--- config.mk ---
export PLATFORM = sky130hd
export DESIGN_NAME = hazard_unit_flat
export DESIGN_NICKNAME = d
export VERILOG_FILES = /design/src/rtl/hazard_unit_if.sv /design/src/rtl/hazard_unit.sv /design/src/flat_wrapper.sv
export SDC_FILE = /design/constraint.sdc
export NUM_CORES = 1
export LEC_CHECK = 0
export CAP_MARGIN = 0
export CELL_PAD_IN_SITES_DETAIL_PLACEMENT = 1
export CELL_PAD_IN_SITES_GLOBAL_PLACEMENT = 1
export CORE_MARGIN = 1
export CORE_UTILIZATION = 16
export DETAILED_ROUTE_END_ITERATION = 7
export PLACE_DENSITY_LB_ADDON = 0.1
export SYNTH_ARGS = -nofsm -noshare
export SYNTH_HDL_FRONTEND = slang
export SYNTH_SLANG_ARGS = --single-unit
--- constraint.sdc ---
create_clock -name CLK -period 1.8 [get_ports CLK]
set_input_delay 0.27 -clock CLK [delete_from_list [all_inputs] [get_ports CLK]]
set_output_delay 0.27 -clock CLK [all_outputs]
set_load 0.02 [all_outputs]
--- src/rtl/hazard_unit_if.sv ---
// rtl/hazard_unit_if.sv - pipeline hazard control bundle; stats ports under HAZARD_STATS_EN
interface hazard_unit_if #(
  parameter int REGW = 5
`ifdef HAZARD_STATS_EN
  , parameter int CNTW = 32
`endif
);
  logic            ihit;
  logic            dhit;
  logic [REGW-1:0] ifid_rs;
  logic [REGW-1:0] ifid_rt;
  logic            idex_dmemREN;
  logic [REGW-1:0] idex_rt;
  logic            ex_pc_redirect;
  logic            exmem_dmemREN;
  logic            exmem_dmemWEN;
  logic            exmem_halt;
  logic            pc_en;
  logic            ifid_stall;
  logic            ifid_flush;
  logic            idex_stall;
  logic            idex_flush;
  logic            exmem_stall;
  logic            memwb_flush;
  logic            halted;
`ifdef HAZARD_STATS_EN
  logic [CNTW-1:0] stall_cycles;
  logic [CNTW-1:0] flush_count;
`endif

  modport master (
    output ihit, dhit, ifid_rs, ifid_rt, idex_dmemREN, idex_rt,
           ex_pc_redirect, exmem_dmemREN, exmem_dmemWEN, exmem_halt,
    input  pc_en, ifid_stall, ifid_flush, idex_stall, idex_flush,
           exmem_stall, memwb_flush, halted
`ifdef HAZARD_STATS_EN
    , input stall_cycles, flush_count
`endif
  );

  modport slave (
    input  ihit, dhit, ifid_rs, ifid_rt, idex_dmemREN, idex_rt,
           ex_pc_redirect, exmem_dmemREN, exmem_dmemWEN, exmem_halt,
    output pc_en, ifid_stall, ifid_flush, idex_stall, idex_flush,
           exmem_stall, memwb_flush, halted
`ifdef HAZARD_STATS_EN
    , output stall_cycles, flush_count
`endif
  );
endinterface

--- src/rtl/hazard_unit.sv ---
// rtl/hazard_unit.sv - 5-stage pipeline stall/flush control; HAZARD_STATS_EN adds stall/flush counters
module hazard_unit #(
  parameter int REGW = 5
`ifdef HAZARD_STATS_EN
  , parameter int CNTW = 32
`endif
) (
  input logic         CLK,
  input logic         nRST,
  hazard_unit_if.slave hif
);
  typedef enum logic [1:0] {RUN, LU_BUBBLE, MEM_WAIT, HALT} state_t;

  state_t state;
  state_t state_next;
  logic   memreq;
  logic   lu;
  logic   halt_ev;
  logic   mem_wait;
  logic   lu_ev;
  logic   redir_ev;
  logic   miss_ev;

  always_comb begin
    memreq   = hif.exmem_dmemREN | hif.exmem_dmemWEN;
    lu       = hif.idex_dmemREN && (hif.idex_rt != '0) &&
               ((hif.idex_rt == hif.ifid_rs) || (hif.idex_rt == hif.ifid_rt));
    halt_ev  = (state == HALT) || hif.exmem_halt;
    mem_wait = !halt_ev && ((state == RUN) || (state == MEM_WAIT)) && memreq && !hif.dhit;
    // A redirect squashes the dependent instruction, so it outranks the bubble.
    lu_ev    = !halt_ev && !mem_wait && (state != LU_BUBBLE) && lu && !hif.ex_pc_redirect;
    redir_ev = !halt_ev && !mem_wait && hif.ex_pc_redirect;
    miss_ev  = !halt_ev && !mem_wait && !lu_ev && !redir_ev && !hif.ihit;
  end

  always_comb begin
    hif.pc_en       = 1'b1;
    hif.ifid_stall  = 1'b0;
    hif.ifid_flush  = 1'b0;
    hif.idex_stall  = 1'b0;
    hif.idex_flush  = 1'b0;
    hif.exmem_stall = 1'b0;
    hif.memwb_flush = 1'b0;
    hif.halted      = halt_ev;
    state_next      = RUN;
    if (halt_ev) begin
      hif.pc_en       = 1'b0;
      hif.ifid_stall  = 1'b1;
      hif.idex_stall  = 1'b1;
      hif.exmem_stall = 1'b1;
      state_next      = HALT;
    end else if (mem_wait) begin
      hif.pc_en       = 1'b0;
      hif.ifid_stall  = 1'b1;
      hif.idex_stall  = 1'b1;
      hif.exmem_stall = 1'b1;
      hif.memwb_flush = 1'b1;
      state_next      = MEM_WAIT;
    end else if (lu_ev) begin
      hif.pc_en       = 1'b0;
      hif.ifid_stall  = 1'b1;
      hif.idex_flush  = 1'b1;
      state_next      = LU_BUBBLE;
    end else if (redir_ev) begin
      hif.ifid_flush  = 1'b1;
      hif.idex_flush  = 1'b1;
    end else if (miss_ev) begin
      hif.pc_en       = 1'b0;
      hif.ifid_flush  = 1'b1;
    end
  end

  always_ff @(posedge CLK) begin
    if (!nRST) begin
      state <= RUN;
    end else begin
      state <= state_next;
    end
  end

`ifdef HAZARD_STATS_EN
  logic [CNTW-1:0] stall_q;
  logic [CNTW-1:0] flush_q;

  always_ff @(posedge CLK) begin
    if (!nRST) begin
      stall_q <= '0;
      flush_q <= '0;
    end else begin
      if (!hif.pc_en && (state != HALT) && (stall_q != '1)) begin
        stall_q <= stall_q + 1'b1;
      end
      if (redir_ev && (flush_q != '1)) begin
        flush_q <= flush_q + 1'b1;
      end
    end
  end

  assign hif.stall_cycles = stall_q;
  assign hif.flush_count  = flush_q;
`endif
endmodule
--- src/flat_wrapper.sv ---
// flat-port wrapper written by rule: the top's interface ports become plain ports
module hazard_unit_flat 
#(
  parameter int REGW = 5

)
  (CLK, nRST, hif_ihit, hif_dhit, hif_ifid_rs, hif_ifid_rt, hif_idex_dmemREN, hif_idex_rt, hif_ex_pc_redirect, hif_exmem_dmemREN, hif_exmem_dmemWEN, hif_exmem_halt, hif_pc_en, hif_ifid_stall, hif_ifid_flush, hif_idex_stall, hif_idex_flush, hif_exmem_stall, hif_memwb_flush, hif_halted);
  hazard_unit_if #(.REGW(REGW)) hif_i ();
  input logic CLK;
  input logic nRST;
  input wire logic [$bits(hif_i.ihit)-1:0] hif_ihit;
  input wire logic [$bits(hif_i.dhit)-1:0] hif_dhit;
  input wire logic [$bits(hif_i.ifid_rs)-1:0] hif_ifid_rs;
  input wire logic [$bits(hif_i.ifid_rt)-1:0] hif_ifid_rt;
  input wire logic [$bits(hif_i.idex_dmemREN)-1:0] hif_idex_dmemREN;
  input wire logic [$bits(hif_i.idex_rt)-1:0] hif_idex_rt;
  input wire logic [$bits(hif_i.ex_pc_redirect)-1:0] hif_ex_pc_redirect;
  input wire logic [$bits(hif_i.exmem_dmemREN)-1:0] hif_exmem_dmemREN;
  input wire logic [$bits(hif_i.exmem_dmemWEN)-1:0] hif_exmem_dmemWEN;
  input wire logic [$bits(hif_i.exmem_halt)-1:0] hif_exmem_halt;
  output wire logic [$bits(hif_i.pc_en)-1:0] hif_pc_en;
  output wire logic [$bits(hif_i.ifid_stall)-1:0] hif_ifid_stall;
  output wire logic [$bits(hif_i.ifid_flush)-1:0] hif_ifid_flush;
  output wire logic [$bits(hif_i.idex_stall)-1:0] hif_idex_stall;
  output wire logic [$bits(hif_i.idex_flush)-1:0] hif_idex_flush;
  output wire logic [$bits(hif_i.exmem_stall)-1:0] hif_exmem_stall;
  output wire logic [$bits(hif_i.memwb_flush)-1:0] hif_memwb_flush;
  output wire logic [$bits(hif_i.halted)-1:0] hif_halted;
  assign hif_i.ihit = hif_ihit;
  assign hif_i.dhit = hif_dhit;
  assign hif_i.ifid_rs = hif_ifid_rs;
  assign hif_i.ifid_rt = hif_ifid_rt;
  assign hif_i.idex_dmemREN = hif_idex_dmemREN;
  assign hif_i.idex_rt = hif_idex_rt;
  assign hif_i.ex_pc_redirect = hif_ex_pc_redirect;
  assign hif_i.exmem_dmemREN = hif_exmem_dmemREN;
  assign hif_i.exmem_dmemWEN = hif_exmem_dmemWEN;
  assign hif_i.exmem_halt = hif_exmem_halt;
  assign hif_pc_en = hif_i.pc_en;
  assign hif_ifid_stall = hif_i.ifid_stall;
  assign hif_ifid_flush = hif_i.ifid_flush;
  assign hif_idex_stall = hif_i.idex_stall;
  assign hif_idex_flush = hif_i.idex_flush;
  assign hif_exmem_stall = hif_i.exmem_stall;
  assign hif_memwb_flush = hif_i.memwb_flush;
  assign hif_halted = hif_i.halted;
  hazard_unit #(.REGW(REGW)) u_core (.CLK(CLK), .nRST(nRST), .hif(hif_i));
endmodule
==> impl_metrics.yaml <==
status:
  status: "complete, no violations"
hold_path:
  hp-class: "input port to flip-flop"
  hold_depth: 5
  holdPathEnd: "u_core.state[0]$_SDFF_PN0_"
  hp-start: "hif_exmem_halt"
global_routing:
  grt_max_degree: 6
  antenna_found_initial: 0
  grt_pass1_vias: 453
  grt_overflow_total: 0
  grt_pass1_wl_um: 1840
  grt_use_total_pct: 12.1
clocking:
  root_buffer: "clkbuf_4"
  clkTransAtPathRegs_ns: 0.03
  cts.sinks: 2
  clockBufferDepth: 2
  cts_made_buffers: 3
  cts_tree: "yes"
  clkLatencyLatePin_ns: 0.22
  htree_levels: 1
critical_path:
  cp-start-kind: "input port"
  path_delay_family: "simple AND/OR/NAND/NOR gates"
  r2r-start: "u_core.state[0]$_SDFF_PN0_"
  reg2regPathDepth: 5
  path_class: "input port to primary output"
  r2r_end: "u_core.state[0]$_SDFF_PN0_"
  critPathLaunch: "hif_idex_rt[2]"
  cp_cell_sequence: "buf_6 -> or4_4 -> o221ai_4 -> nor2_4 -> a21o_1 -> buf_6"
  r2r_setup_slack_ns: 0.64
  critPathMaxStageDelay_ns: 0.54
  path_buf_inv: 2
  arrival_ns: 1.47
  endpoint_kind: "primary output"
  crit_fanout: 3
  path_common_cell: "buf_6"
  critPathRequiredTime_ns: 1.53
  worst_path_max_delay_cell: "or4_4"
power:
  power.density_mw_per_mm2: 429
  peakVddDrop_mv: 0.175
  p_leak_nw: 0.378
cells_and_area:
  top_register: "u_core.state"
  layout.nets: 118
  largest_reg_flops: 2
  drive_above_1_share_pct: 43.5
  layout_common_cells: "20 x buf_4, 13 x dlygate4sd2_1, 10 x xnor2_1"
  final_common_cell: "buf_4"
  multiInputGateArea_um2: 294
  design_area_um2: 807
  seq_area_um2: 40.0
  top_regs: "u_core.state (2)"
  nFillCells: 218
  areaGrowthSynthToFinish_pct: 168
  diodes: 0
synth:
  synth-seq-cells: 2
  synth_top_area_share_pct: 29.0
  synth_cells: 42
  avgSynthCellArea_um2: 7.18
  yosys_warnings: 0
  synthTopCellsByArea: "xnor2_1 29%, dfxtp_1 13%, nand2_1 6.2%"
  synth_top_area_cell: "xnor2_1"
  syn_area_um2: 302
  syn_nets: 66
  yosysSeqAreaShare_pct: 13.3
  synth.distinct_cells: 19
route:
  routed.top_layer: "met3"
  wl_met3_um: 48
  wl_per_cell_um: 9.77
  vias: 476
  drc: 0
  dr.pass1.iters: 2
  wl_met1_um: 449
  met2_wirelength_um: 645
  drt_wl_total_um: 1140
  final_antenna_net_count: 0
  drt_iter0_markers: 3
  viasPerCell: 4.07
timing:
  hold_viol: 0
  rsz0062_at_grt: "true"
  fin_skew_ns: 0.000273
  finalCritPeriodShare_pct: 96.7
  tns_ns: 0
  period_needed_ns: 1.74
  max_slew_margin_pct: 83.0
  clock.fmax_ghz: 0.575
  maxSlewViolCount: 0
  finalSetupViolCount: 0
  worstMarginPinSlew_ns: 0.254
floorplan:
  initial_utilization_pct: 17.3
  die_w_um: 45.4
  rows: 15
  dieHeight_um: 45.4
  fp.coreArea_mm2: 0.00175
  pin_count: 32
  die_area_mm2: 0.00206
placed_design:
  portBuffers: 31
  place_congestion: 0.678
  place_area_um2: 746
  post-dp-hpwl_um: 965
run:
  drv_cap: 0
worst reg2reg max path: cells and delay by family (launching register included):
family	cells	cell delay, ns
flip-flops	1	0.32
AO/OA/AOI/OAI	2	0.38
buffers and inverters	3	0.37
stage by stage:
step                utilization, %  hold WS, ns  instances  setup slack, ns  power (W)
global route                  46.2        0.612        117         -0.00650   0.000378
global placement              42.7        0.718        111           -0.716   0.000245
detailed placement            42.7        0.736        111           -0.756   0.000247
floorplan                        -        0.378         42           0.0409   0.000125
CTS                           44.4        0.685        115          0.00397   0.000343
finish                        46.2        0.565        117           0.0599   0.000346
area by class of cell:
cell class	count	share of cell area, %
repair buffers	48	50.5
multi-input cells	36	36.4
flip-flops and latches	2	4.96
well taps	25	3.88
clock buffers	3	2.79
inverters	3	1.40
routing by layer:
metal  track usage [%]  vias up
met5                 0        -
met4              1.82        0
met3              2.38        0
met2              22.6       19
met1              14.3      211
li1                  -      246
power breakdown:
group	switching (W)	total, W	internal, W
clock	0.0000232	0.0000966	0.0000734
sequential	0.00000253	0.0000506	0.0000481
combinational	0.0000847	0.000199	0.000115
total	0.000110	0.000346	0.000236
worst max-delay path by stage:
stage,to,depth (start not counted)
final,hif_ifid_stall,6
after global routing,hif_ifid_stall,6
after CTS,hif_pc_en,6
after detailed placement,hif_pc_en,6
after global placement,hif_ifid_flush,6
after floorplan,hif_idex_flush,4
cell families after synthesis:
group	synth area share, %
and+or+nand+nor	23.2
AOI/OAI and AO/OA	28.2
xor gates and xnor gates	29.0
buffers and inverters	6.22
DFF	13.3
synth_stat cells (all sizes together):
cell	number
nand2	5
a21o	2
nand3b	1
nor2	3
xnor2	10
or2	1
a21oi	3
o221ai	1
dfxtp	2
o31ai	2
buf	1
inv	3
o22a	1
nand3	2
or4	1
o22ai	1
o21ai	2
nor2b	1
timing repair:
item	4_1_cts	5_1_grt
hold endpoints to repair	0	0
pin swaps	24	11
endpoints found under the setup margin	8	6
gates resized for setup	59	13
gates cloned	0	0
buffers inserted	1	2
hold buffers	0	0
(Power assumes the default switching activity.)
